==> src/rtl/fifo_umbral.sv <==
// rtl/fifo_umbral.sv - synchronous FIFO with programmable almost-full/almost-empty thresholds
//
// Transmit queue feeding arbitro1. Supplies empty / almost_empty / almost_full
// for the arbiter and returns registered read data one cycle after an accepted pop.
//
// Optional feature macro: FIFO_ERR_STICKY_EN
//   defined   : error latches on the first overflow/underflow until reset or init
//   undefined : error is a one-cycle pulse per rejected push/pop
//
// Ports:
//   clk           clock, rising edge
//   reset         synchronous, active-high
//   init          latch thresholds and flush; FIFO idle while high
//   umbral_alto   almost_full threshold (0 selects DEPTH)
//   umbral_bajo   almost_empty threshold (>=DEPTH selects DEPTH-1)
//   push, data_in write request and data
//   pop           read request
//   data_out      registered read data
//   data_valid    data_out was updated by a pop accepted on the previous edge
//   full, empty, almost_full, almost_empty   occupancy flags (from registered count)
//   count         occupancy
//   error         overflow/underflow indication

module fifo_umbral #(
  parameter int DATA_W = 6,
  parameter int DEPTH  = 8,
  parameter int ADDR_W = 3
) (
  input  logic              clk,
  input  logic              reset,
  input  logic              init,
  input  logic [ADDR_W:0]   umbral_alto,
  input  logic [ADDR_W:0]   umbral_bajo,
  input  logic              push,
  input  logic [DATA_W-1:0] data_in,
  input  logic              pop,
  output logic [DATA_W-1:0] data_out,
  output logic              data_valid,
  output logic              full,
  output logic              empty,
  output logic              almost_full,
  output logic              almost_empty,
  output logic [ADDR_W:0]   count,
  output logic              error
);

  localparam logic [ADDR_W:0] FULL_CNT   = (ADDR_W+1)'(DEPTH);
  localparam logic [ADDR_W:0] THR_HI_RST = (ADDR_W+1)'(DEPTH - 1);
  localparam logic [ADDR_W:0] THR_LO_RST = (ADDR_W+1)'(1);

  typedef enum logic [1:0] {
    S_INIT   = 2'd0,
    S_IDLE   = 2'd1,
    S_ACTIVE = 2'd2
  } state_t;

  state_t            state;
  logic [ADDR_W-1:0] wr_ptr;
  logic [ADDR_W-1:0] rd_ptr;
  logic [ADDR_W:0]   thr_hi;
  logic [ADDR_W:0]   thr_lo;
  logic [DATA_W-1:0] mem [DEPTH];

  logic              run;
  logic              push_acc;
  logic              pop_acc;
  logic              rejected;
  logic [ADDR_W:0]   next_count;

  // Flags come straight from the registered count, so they trail the
  // push/pop edge by one cycle.
  assign full         = (count == FULL_CNT);
  assign empty        = (count == '0);
  assign almost_full  = (count >= thr_hi);
  assign almost_empty = (count != '0) && (count <= thr_lo);

  // Push/pop only take effect once the queue has left INIT and init is low.
  assign run = (state != S_INIT) && !init;

  // A push into a full FIFO still goes through when a pop frees the slot on
  // the same edge; the read below sees the old word because mem is written
  // with a non-blocking assignment.
  assign pop_acc  = run && pop && !empty;
  assign push_acc = run && push && (!full || pop);
  assign rejected = run && ((push && !push_acc) || (pop && !pop_acc));

  assign next_count = count + {{ADDR_W{1'b0}}, push_acc} - {{ADDR_W{1'b0}}, pop_acc};

  // Storage is not reset; stale words are unreachable once the pointers clear.
  always_ff @(posedge clk) begin
    if (push_acc) begin
      mem[wr_ptr] <= data_in;
    end
  end

  always_ff @(posedge clk) begin
    if (reset) begin
      state      <= S_INIT;
      wr_ptr     <= '0;
      rd_ptr     <= '0;
      count      <= '0;
      data_out   <= '0;
      data_valid <= 1'b0;
      error      <= 1'b0;
      thr_hi     <= THR_HI_RST;
      thr_lo     <= THR_LO_RST;
    end else if (init) begin
      // Flush and (re)latch thresholds every cycle init is held.
      state      <= S_INIT;
      wr_ptr     <= '0;
      rd_ptr     <= '0;
      count      <= '0;
      data_out   <= '0;
      data_valid <= 1'b0;
      error      <= 1'b0;
      thr_hi     <= (umbral_alto == '0) ? FULL_CNT : umbral_alto;
      thr_lo     <= (umbral_bajo >= FULL_CNT) ? THR_HI_RST : umbral_bajo;
    end else begin
      case (state)
        S_INIT: begin
          state      <= S_IDLE;
          data_valid <= 1'b0;
        end
        S_IDLE, S_ACTIVE: begin
          if (push_acc) begin
            wr_ptr <= wr_ptr + 1'b1;
          end
          if (pop_acc) begin
            rd_ptr   <= rd_ptr + 1'b1;
            data_out <= mem[rd_ptr];
          end
          data_valid <= pop_acc;
          count      <= next_count;
          state      <= (next_count == '0) ? S_IDLE : S_ACTIVE;
`ifdef FIFO_ERR_STICKY_EN
          error <= error | rejected;
`else
          error <= rejected;
`endif
        end
        default: begin
          state <= S_INIT;
        end
      endcase
    end
  end

endmodule

==> config.mk <==
export PLATFORM = sky130hd
export DESIGN_NAME = fifo_umbral
export DESIGN_NICKNAME = d
export VERILOG_FILES = /design/src/rtl/fifo_umbral.sv
export SDC_FILE = /design/constraint.sdc
export NUM_CORES = 1
export LEC_CHECK = 0
export BUFFER_PORTS_ARGS = -buffer_cell sky130_fd_sc_hd__buf_2
export CAP_MARGIN = 20
export CORE_ASPECT_RATIO = 1.1
export CORE_MARGIN = 3
export CORE_UTILIZATION = 29
export DETAILED_ROUTE_END_ITERATION = 8
export GPL_ROUTABILITY_DRIVEN = 0
export GPL_TIMING_DRIVEN = 1
export SYNTH_ARGS = -nofsm -noshare
export SYNTH_HDL_FRONTEND = slang
export SYNTH_SLANG_ARGS = --single-unit
==> constraint.sdc <==
create_clock -name clk -period 2.5 [get_ports clk]
set_input_delay 0.5 -clock clk [delete_from_list [all_inputs] [get_ports clk]]
set_output_delay 0.5 -clock clk [all_outputs]
set_load 0.01 [all_outputs]
* Yosys cells after proc, flatten, opt, wreduce, memory -nomap -nowiden *
Memory sizes are Yosys's and may differ from the RTL's. A register that Yosys moved wholly into a read port is not among the register bits.
Index checks and enable logic that the tools add are counted.

operators by class
  equal/unequal tests = 3
  reductions and logical operators = 27
  order comparisons = 3
  multiplexer cells = 7
  $add $sub $neg = 4

operators by type and width
  operator             count
  $logic_not 4->1      3
  $logic_and 1x1->1    9
  $mux 4               2
  $add 3x1->3 const B  2
  $logic_not 1->1      5
  $add 4x1->4          1
  $eq 4x4->1 const B   1
  $ge 4x4->1           1
  $ge 4x4->1 const B   1
  $le 4x4->1           1
  $pmux 2 s2           1
  $reduce_and 2->1     2
  $reduce_bool 2->1    2
  $reduce_bool 4->1    1
  $reduce_or 2->1      2
  $sub 4x1->4          1
  $eq 2x1->1 const B   1
  $eq 2x2->1 const B   1
  $logic_not 2->1      1
  $logic_or 1x1->1     2
  $mux 1               2
  $mux 2               1
  $pmux 1 s2           1

storage, ports and cells
  input bits = 19
  RAM bits = 48
  register bits after elaboration = 22
  memories = 1
  output and inout bits = 16
  logic and storage cells = 53

memories
  name  words  width  rd ports  clocked after Yosys merged registers in  write ports  line  text
  mem   8      6      1         1                                        1            62    logic [DATA_W-1:0] mem [DEPTH];

* Longest topological paths before layout *
Gate-level depths: netlist of run 1.

  word-level depth = 9
  depth in mapped cells = 14
  mapped depth without buffers = 13

* Worst setup path before layout of run 1 *
No wires, ideal clock.

  path kind = in2reg
  start point = input port pop
  end point = register state[0]
  arrival time = 2616 ps
  setup slack = -190 ps
  path buffers = 1
  required time = 2426 ps
  setup time = 74 ps
  stages on the path = 12
  cell sequence = buf_4 -> or4b_4 -> nand2_2 -> xnor2_1 -> nor3_1 -> ha_1 -> inv_1 -> fa_1 -> xnor2_1 -> nor3b_1 -> nand3_1 -> o21ai_0

on the way
  longest elaborated chain between the ends = 7
  elaborated cells between the ends (all ways) = 9
  classes of those cells = add/sub (2); mux (2); reduce/logical (5)

ends and longest elaborated chain
  item                    line  text
  start: declaration      36    input logic pop,
  $logic_or 1x1->1        84    assign push_acc = run && push && (!full || pop);
  $logic_and 1x1->1       84
  $add 4x1->4             87    assign next_count = count + {{ADDR_W{1'b0}}, push_acc} - {{ADDR_W{1'b0}}, pop_acc};
  $sub 4x1->4 (*)         87
  $logic_not 4->1 (*)     134   state <= (next_count == '0) ? S_IDLE : S_ACTIVE;
  $mux 2 (*)              134
  $pmux 2 s2 (*)          119   case (state)
  end signal: assignment  134
  end: declaration        57    state_t state;

Every way passes the cells marked *; elsewhere a longest branch is shown, timed or not.
A chain may end at the register's enable or synchronous reset.

* Worst setup path in the final report of run 1 *
  start point = register count[2]
  end point = register state[0]

on the way
  longest elaborated chain between the ends = 9
  elaborated cells between the ends (all ways) = 12
  classes of those cells = add/sub (2); eq/ne (1); mux (2); reduce/logical (7)

ends and longest elaborated chain
  item                      line  text
  start: declaration        43    output logic [ADDR_W:0] count,
  start signal: assignment  133   count <= next_count;
  $eq 4x4->1                72    assign full = (count == FULL_CNT);
  $logic_not 1->1           84
  $logic_or 1x1->1          84
  $logic_and 1x1->1         84
  $add 4x1->4               87
  $sub 4x1->4 (*)           87
  $logic_not 4->1 (*)       134
  $mux 2 (*)                134
  $pmux 2 s2 (*)            119

Marks and branches as above.

==> results of run 1 <==
[cell usage after synthesis, types with 5 or more instances]
library cell / number
edfxtp_1: 48
nor2_1: 34
dfxtp_1: 28
inv_1: 18
ha_1: 17
mux4_2: 12
nand2_1: 10
nor3_1: 10
a211oi_1: 6
mux2i_1: 6
o22ai_1: 6
nand4_1: 5
[cells by family (layout without fill, tap and decap cells)]
group           count (synthesis)  count (layout)
flops                          76              76
fa+ha+maj                      18              18
buf+inv                        28              95
xor+xnor                        6               6
simple gates                   81              81
compound gates                 26              26
mux                            18              18
[cell type report]
cell class | count | area, um2
fill | 1087 | 6880
sequential | 76 | 2010
timing repair buffer | 61 | 380
clock inverter | 3 | 46.3
inverter | 18 | 70.1
clock buffer | 13 | 250
tap | 147 | 184
multi-input combinational | 149 | 1290
[state kept, by name, summed over array words and instances, names as in the netlist]
| register | count |
|---|---|
| count | 4 |
| data_out | 6 |
| data_valid | 1 |
| error | 1 |
| mem | 48 |
| rd_ptr | 3 |
| state | 2 |
| thr_hi | 4 |
| thr_lo | 4 |
| wr_ptr | 3 |
[per-stage QoR]
stage / total power, mW / cells / cell area, um2 / setup TNS (ns) / hold slack, ns
after detailed placement: 1.59 / 448 / 3830 / -0.778 / 0.441
final: 2.85 / 467 / 4230 / -0.218 / 0.408
after floorplan: 1.51 / 253 / 3370 / -0.358 / 0.420
after global routing: 2.97 / 467 / 4230 / -0.608 / 0.417
after CTS: 2.87 / 465 / 4180 / -0.0798 / 0.396
after global placement: 1.58 / 448 / 3830 / -0.659 / 0.431
[worst min-delay path, cell delays in order]
cell     delay (ns)
buf_2          0.09
mux2i_1        0.06
nand2_1        0.06
[path summary, 6_finish.rpt]
path	slack, ns	start	cells after the start	end
max	-0.11	count[2]	13	state[0]
min	0.41	umbral_alto[0]	3	thr_hi[0]
max reg2reg	-0.11	count[2]	13	state[0]
min reg2reg	0.45	thr_lo[3]	2	thr_lo[3]
[power by group]
group          total [mW]  switching (mW)  internal (mW)  leakage [nW]
clock                1.27           0.465          0.803         0.140
sequential           1.36         0.00836           1.35         0.661
combinational       0.226           0.119          0.106         0.844
[per-layer routing]
layer	wire length [um]	up-vias	track usage
li1	-	1048	-
met1	3030	1070	0.142
met2	3330	27	0.181
met3	211	10	0.0268
met4	111	0	0.0442
met5	0	-	0
[cell usage in the layout (no fill, tap or decap), types with 6 or more instances in the layout]
master / instances
o22ai_1: 6
buf_4: 25
nor3_1: 9
clkbuf_16: 9
nor2_1: 34
ha_1: 15
edfxtp_1: 48
inv_1: 16
buf_2: 34
nand2_1: 9
dfxtp_1: 25
mux4_2: 12
mux2i_1: 6
[timing repair]
action                     CTS  global route
setup endpoints to repair    4             6
cloned                       0             0
setup buffers                1             2
resized for setup           13             7
pin swaps                   10             1
==> out/qor.csv, run 1 <==
metric;value;unit
grt_max_degree;21;
final_util;0.381;
synth_cell_type_count;39;
violations;negative setup slack;
clkLatencyLatePin;0.32;ns
hpwl;4.72;mm
outcome;finished with violations;
antenna_found_initial;0;
io_pins;35;
worst-path-buf-inv;2;
grt_usage;0.111;
max_freq;384;MHz
grt_pass1_vias;2215;
fp.coreArea;11100;um2
cts_buffer_depth;2;
cts_sinks;76;
path_max_fanout;3;
fin_ws;-0.105;ns
via_per_inst;4.61;
antennaDiodeCount;0;
syn_nets;290;
ys_seq_elements;76;
slowest_stage;or4b_4;
layout.nets;352;
synth_warnings;0;
cpPeakStageDelay;0.49;ns
final_max_slew_viol_count;0;
firstDrtPassIters;4;
synth_edf_count;48;
clockRootBuffer;clkbuf_16;
power_density;673;nW/um2
yosys.area.top_type_share;0.430;
crit_chain;inv_4 -> ha_4 -> or4b_4 -> nand2_4 -> xnor2_2 -> nor3_2 -> ha_2 -> inv_2 -> fa_2 -> xnor2_4 -> nor3b_4 -> nand3_1 -> o21ai_1;
grt_first_pass_wirelength;11.0;mm
yosys.area_share.simple;0.127;
grt_overflow;0;
cts_hold_buf;0;
slew_headroom;0.298;
synthAdderAreaFrac;0.0694;
initial_core_util;0.302;
vias;2155;
port-buffer-count;34;
yosys.area.top_type;edfxtp_1;
synth_area;3350;um2
rsz0062_at_grt;yes;
die_area;12900;um2
dp_slack;-0.237;ns
fin_crit_sh;1.04;
finalClockSkew;0.00383;ns
synth_top_flop_cell;edfxtp_1;
tightest_slew;1.04;ns
setup_viol;4;
fp.dieH;119;um
routedWlPerCell;14.3;um
min_period;2.61;ns
drtIter0Drc;45;
ant_nets;0;
htreeDepth;3;
drc_errors;0;
synth_compound_area_frac;0.0511;
drv_cap;0;
p_leak;1.65;nW
fp.dieW;109;um
syn_avg_cell_area;13.3;um2
crit_type;flip-flop to flip-flop;
max-vdd-ir-drop;0.296;mV
arrival;2.87;ns
end_kind;flip-flop;
yosysSeqAreaShare;0.597;
synth_xor_area_frac;0.0157;
routed_wl;6.68;mm
clk_pin_slew;0.06;ns
syn2layout_area_growth;26.2;%
synthArstFlopShare;0;
synth_top_family_by_area;simple AND/OR/NAND/NOR gates;
hold_class;primary input to flip-flop;
cp.required;2.76;ns
yosys-top-cells-area;edfxtp_1 43%, dfxtp_1 17%, mux4_2 8.1%, ha_1 6.3%, nor2_1 3.8%;
cts_tree;yes;
startpoint_type;flip-flop;
core.rowCount;40;
cts_buffers;9;
drive_gt1_frac;0.341;
path_delay_family;simple AND/OR/NAND/NOR gates;
hold_viol_final;0;
synth.area.mux_share;0.0985;
postSynthCellCount;253;
Power figures use the tool's default switching activity.
==> run 2, diff against run 1 <==
--- a/config.mk
+++ b/config.mk
@@ -13,6 +13,8 @@
 export DETAILED_ROUTE_END_ITERATION = 8
 export GPL_ROUTABILITY_DRIVEN = 0
 export GPL_TIMING_DRIVEN = 1
+export SETUP_SLACK_MARGIN = 0.1
+export SLEW_MARGIN = 20
 export SYNTH_ARGS = -nofsm -noshare
 export SYNTH_HDL_FRONTEND = slang
 export SYNTH_SLANG_ARGS = --single-unit
==> run 2 against run 1 <==
The flow still finishes with violations (negative setup slack). Critical endpoint unchanged. Critical path depth is 1 higher. Cell area is 1.7% higher. Non-clock buffer count is 2 lower. Sequential power hardly changed.
==> out/qor.csv, run 2 (synthesis results as in run 1) <==
metric;value;unit;change
outcome;finished with violations;;
violations;negative setup slack;;
startpoint_type;flip-flop;;
fillers;1109;;+2.0%
final_common_cell;edfxtp_1;;
crit_type;flip-flop to flip-flop;;
fp.coreArea;11100;um2;unchanged
antenna_found_initial;0;;unchanged
largest_registers;mem: 48 flops, data_out: 6 flops;;
antennaDiodeCount;0;;unchanged
hold_class;primary input to flip-flop;;
hold_depth;2;;-1
vias;2140;;-0.70%
regMostFlops;mem;;
ff2ff_setup_slack;-0.24;ns;-0.13 ns
tightest_slew;0.671;ns;-0.374 ns
grt_max_degree;21;;unchanged
htreeDepth;3;;unchanged
final_cell_mix;48 x edfxtp_1, 34 x nor2_1, 34 x buf_2;;
timing.rr.start;count[3];;
multi_input_area;1350;um2;+4.5%
hold_viol_final;0;;unchanged
ant_nets;0;;unchanged
power_density;694;nW/um2;+3.1%
via_per_inst;4.60;;-0.27%
holdPathEnd;thr_lo[1];;
cts_buffer_depth;2;;unchanged
rsz0062_at_grt;yes;;
fin_crit_sh;1.09;;+0.0524
grt_overflow;0;;unchanged
p_total;2.99;mW;+4.9%
drtIter0Drc;66;;+47%
cts_sinks;76;;unchanged
end_kind;flip-flop;;
finalClockSkew;0.00642;ns;+0.00259 ns
final_max_slew_viol_count;0;;unchanged
arrival;3.00;ns;+0.13 ns
grt_pass1_vias;2065;;-6.8%
max_freq;365;MHz;-4.8%
cp.required;2.77;ns;about the same
cts_hold_buf;0;;unchanged
fin_hold_ws;0.398;ns;-0.0106 ns
largest_register_ffs;48;;unchanged
die_area;12900;um2;unchanged
drc_errors;0;;unchanged
clk_pin_slew;0.06;ns;about the same
initial_core_util;0.302;;unchanged
port-buffer-count;34;;unchanged
routedWlPerCell;14.8;um;+3.5%
fp.dieW;109;um;unchanged
p_leak;1.66;nW;+1.1%
layout.nets;350;;-0.57%
hold_start;reset;;
hpwl;4.63;mm;-1.9%
drive_gt1_frac;0.377;;+0.0367
drv_cap;0;;unchanged
core.rowCount;40;;unchanged
max-vdd-ir-drop;0.345;mV;+17%
routed_wl;6.89;mm;+3.0%
timing.rr.end;state[0];;
clockRootBuffer;clkbuf_16;;
syn2layout_area_growth;28.4;%;
path_max_fanout;3;;unchanged
register_area;2010;um2;+0.19%
cts_tree;yes;;
place_inst;445;;-0.67%
firstDrtPassIters;4;;unchanged
fin_ws;-0.236;ns;-0.131 ns
grt_first_pass_wirelength;10.7;mm;-2.7%
slew_headroom;0.552;;+0.254
grt_usage;0.111;;-0.000645
setup_viol;4;;unchanged
ff2ff_path_depth;14;;+1
cts_buffers;9;;unchanged
fp.dieH;119;um;unchanged
final_cells;465;;-0.43%
min_period;2.74;ns;+0.131 ns
clkLatencyLatePin;0.33;ns;about the same
io_pins;35;;unchanged
[run 2: cell count changes in the layout (fill, tap and decap cells not counted), sizes merged]
cell / previous run / this run
buf: 61 / 59
bufinv: 1 / 2
clkinv: 1 / 0
inv: 18 / 19
clkinvlp: 1 / 2
clkbuf: 13 / 11
[run 2: cell type report]
type | count | share of cell area
Sequential cell | 76 | 0.467
Multi-Input combinational cell | 149 | 0.314
Timing Repair Buffer | 59 | 0.0849
Clock buffer | 11 | 0.0564
Tap cell | 147 | 0.0427
Clock inverter | 5 | 0.0195
Inverter | 18 | 0.0157
[run 2: how the worst max path moves through the flow]
stage               cells after the start        to  startpoint  slack, ns
floorplan                              11  state[0]         pop      -0.17
global placement                       12  state[0]         pop      -0.19
detailed placement                     11  state[0]         pop      -0.27
CTS                                    12  state[0]    count[2]      -0.07
global route                           14  state[0]    count[3]      -0.37
finish                                 14  state[0]    count[3]      -0.24
[run 2: per-stage QoR]
stage	instance area (um2)	setup TNS [ns]	worst slack [ns]	util
floorplan	3370	-0.358	-0.169	-
global placement	3800	-0.579	-0.193	0.342
detailed placement	3800	-0.892	-0.268	0.342
CTS	4210	-0.133	-0.0668	0.379
global route	4310	-1.12	-0.366	0.388
finish	4310	-0.663	-0.236	0.388
[run 2: worst max-delay path, cell delays in order, from the launching register on]
cell and delay (ns):
dfxtp_4 0.37, buf_6 0.12, inv_2 0.06, ha_4 0.11
or3b_4 0.39, nand2_4 0.08, xnor2_2 0.06, nor3_2 0.21
ha_2 0.25, inv_2 0.04, fa_2 0.39, xnor2_4 0.18
nor3b_4 0.20, nand3_1 0.10, o21ai_1 0.11
[run 2: where the power goes]
part	internal (mW)	leakage [nW]	switching, mW
Clock	0.904	0.152	0.491
Combinational	0.110	0.849	0.128
Sequential	1.35	0.662	0.00941
[run 2: what timing repair did]
action	in CTS	in global routing
gates resized for setup	16	18
cloned	0	0
buffers inserted	3	2
setup endpoints to repair	13	8
pin swaps	10	13
[run 2: routing by layer]
layer | vias to the layer above | wire [um] | part of all wire | global-route usage
li1 | 1050 | - | - | -
met1 | 1034 | 3140 | 0.46 | 0.143
met2 | 43 | 3320 | 0.48 | 0.174
met3 | 13 | 219 | 0.032 | 0.0197
met4 | 0 | 198 | 0.029 | 0.0616
met5 | - | 0 | 0 | 0
==> run 3, diff against run 2 <==
--- a/config.mk
+++ b/config.mk
@@ -5,12 +5,12 @@
 export SDC_FILE = /design/constraint.sdc
 export NUM_CORES = 1
 export LEC_CHECK = 0
-export BUFFER_PORTS_ARGS = -buffer_cell sky130_fd_sc_hd__buf_2
 export CAP_MARGIN = 20
 export CORE_ASPECT_RATIO = 1.1
 export CORE_MARGIN = 3
 export CORE_UTILIZATION = 29
 export DETAILED_ROUTE_END_ITERATION = 8
+export DONT_BUFFER_PORTS = 1
 export GPL_ROUTABILITY_DRIVEN = 0
 export GPL_TIMING_DRIVEN = 1
 export SETUP_SLACK_MARGIN = 0.1
==> run 3 against run 2 <==
The flow still finishes with violations (negative setup slack). Cell area shrank 6.0%. Non-clock buffer count is 36 lower. Worst setup slack gained 0.13 ns. First-iteration DRC count up 9.1%. Largest cell class unchanged. Largest power group is now sequential cells.
==> out/qor.csv, run 3 (synthesis results as in run 1) <==
metric;value;unit;change
initial_core_util;0.302;;unchanged
power_density;695;nW/um2;about the same
met1_usage;0.141;;-0.00220
crit_type;flip-flop to flip-flop;;
register_area;2010;um2;-0.25%
cp.required;2.75;ns;-0.02 ns
hold_depth;1;;-1
worst-path-buf-inv;2;;-1
routedWlPerCell;15.6;um;+5.6%
slew_headroom;0.306;;-0.246
min_period;2.60;ns;-0.131 ns
layout.nets;314;;-10%
hold_class;primary input to flip-flop;;
grtUsageMet3;0.0218;;+0.00218
clk_pin_slew;0.06;ns;about the same
port-buffer-count;0;;-100%
arrival;2.86;ns;-0.14 ns
path_common_cell;inv_2;;
fp.dieH;119;um;unchanged
final_cell_mix;48 x edfxtp_1, 34 x nor2_1, 24 x dfxtp_1;;
clkLatencyLatePin;0.32;ns;about the same
drv_cap;0;;unchanged
final_max_slew_viol_count;0;;unchanged
core.rowCount;40;;unchanged
antennaDiodeCount;0;;unchanged
vias;2040;;-4.7%
io_pins;35;;unchanged
hold_start;reset;;
die_area;12900;um2;unchanged
timing.rr.end;state[0];;
firstDrtPassIters;4;;unchanged
grt_max_degree;21;;unchanged
grt_usage;0.111;;+0.000316
tightest_slew;1.03;ns;+0.362 ns
max-vdd-ir-drop;0.301;mV;-13%
cts_tree;yes;;
slowest_stage;fa_2;;
syn2layout_area_growth;20.6;%;
cts_buffers;9;;unchanged
path_delay_family;simple AND/OR/NAND/NOR gates;;
final_common_cell;edfxtp_1;;
crit_chain;inv_2 -> ha_4 -> or4b_4 -> nand2_4 -> xnor2_2 -> nor3_2 -> ha_2 -> inv_2 -> fa_2 -> nor3b_4 -> nand3_1 -> o21ai_1;;
largest_registers;mem: 48 flops, data_out: 6 flops;;
clockRootBuffer;clkbuf_16;;
via_per_inst;4.76;;+3.3%
outcome;finished with violations;;
fp.dieW;109;um;unchanged
cpPeakStageDelay;0.53;ns;+0.14 ns
dp_slack;-0.152;ns;+0.116 ns
path_max_fanout;3;;unchanged
busiest_layer;met2;;
fillers;1076;;-3.0%
final_util;0.364;;-0.0234
rsz0062_at_grt;yes;;
violations;negative setup slack;;
max_freq;384;MHz;+5.0%
htreeDepth;3;;unchanged
met2_usage;0.176;;+0.00193
end_kind;flip-flop;;
routed_wl;6.71;mm;-2.5%
largest_register_ffs;48;;unchanged
drtIter0Drc;72;;+9.1%
grt_pass1_vias;2118;;+2.6%
timing.rr.start;count[2];;
ff2ff_path_depth;12;;-2
grt_overflow;0;;unchanged
cts_sinks;76;;unchanged
hpwl;4.51;mm;-2.7%
antenna_found_initial;0;;unchanged
cts_buffer_depth;2;;unchanged
regMostFlops;mem;;
p_leak;1.48;nW;-11%
fin_ws;-0.105;ns;+0.131 ns
multi_input_area;1310;um2;-3.0%
drc_errors;0;;unchanged
startpoint_type;flip-flop;;
drive_gt1_frac;0.259;;-0.118
ff2ff_setup_slack;-0.10;ns;+0.13 ns
setup_viol;4;;unchanged
fin_hold_ws;0.242;ns;-0.156 ns
hold_viol_final;0;;unchanged
ant_nets;0;;unchanged
holdPathEnd;thr_lo[2];;
fp.coreArea;11100;um2;unchanged
finalClockSkew;0.00465;ns;-0.00177 ns
grt_first_pass_wirelength;10.9;mm;+2.1%
fin_crit_sh;1.04;;-0.0525
## run 3: changes by cell type in the layout (fill, tap and decap cells not counted), moves of 2 or more
cell / before / now
dfxtp_2: 2 / 4
buf_4: 23 / 21
ha_1: 12 / 14
inv_1: 13 / 16
dfxtp_4: 2 / 0
inv_2: 5 / 2
buf_2: 34 / 0
ha_4: 4 / 2
## run 3: worst reg2reg max path, delay by kind of cell (launching register included)
family	cells	cell delay (ns)
AO/OA/AOI/OAI	1	0.14
XOR/XNOR	1	0.06
adder cells (fa/ha/maj)	3	0.86
buffers and inverters	2	0.12
flip-flops	1	0.32
AND/OR/NAND/NOR	5	1.04
## run 3: area by class of cell
class,instances,area share
clock inverters,4,0.0124
flip-flops and latches,76,0.496
well taps,147,0.0455
inverters,18,0.0167
clock buffers,12,0.0609
repair buffers,23,0.0445
multi-input cells,149,0.324
## run 3: how the worst max path moves through the flow
stage	start	to	slack [ns]	cells after the start
after CTS	count[2]	state[0]	-0.13	13
after floorplan	pop	state[0]	-0.17	11
after global routing	count[2]	state[0]	-0.25	14
final	count[2]	state[0]	-0.10	12
after detailed placement	pop	state[0]	-0.15	11
after global placement	pop	state[0]	-0.08	10
## run 3: timing repair
action	CTS	global route
endpoints found under the setup margin	5	7
buffers inserted	2	2
gates resized for setup	15	7
hold endpoints to repair	0	0
pin swaps	12	7
hold buffers	0	0
## run 3: metal layers
metal,routed length (um),share of wire
met4,90,0.013
met1,3030,0.45
met3,292,0.044
met2,3300,0.49
met5,0,0
## run 3: power by group
| part | total [mW] | internal (mW) | switching [mW] |
|---|---|---|---|
| Clock | 1.27 | 0.799 | 0.469 |
| Combinational | 0.186 | 0.0885 | 0.0980 |
| Sequential | 1.36 | 1.35 | 0.00839 |
| Total | 2.81 | 2.24 | 0.575 |
## run 3: per-stage QoR
step                      std cells  TNS (ns)  instance area (um2)  total power, mW
after floorplan                 253    -0.358                 3370             1.51
after global placement          409   -0.0965                 3620             1.54
after detailed placement        409    -0.313                 3620             1.54
after CTS                       427    -0.214                 4000             2.84
after global routing            429    -0.810                 4050             2.93
final                           429    -0.239                 4050             2.81
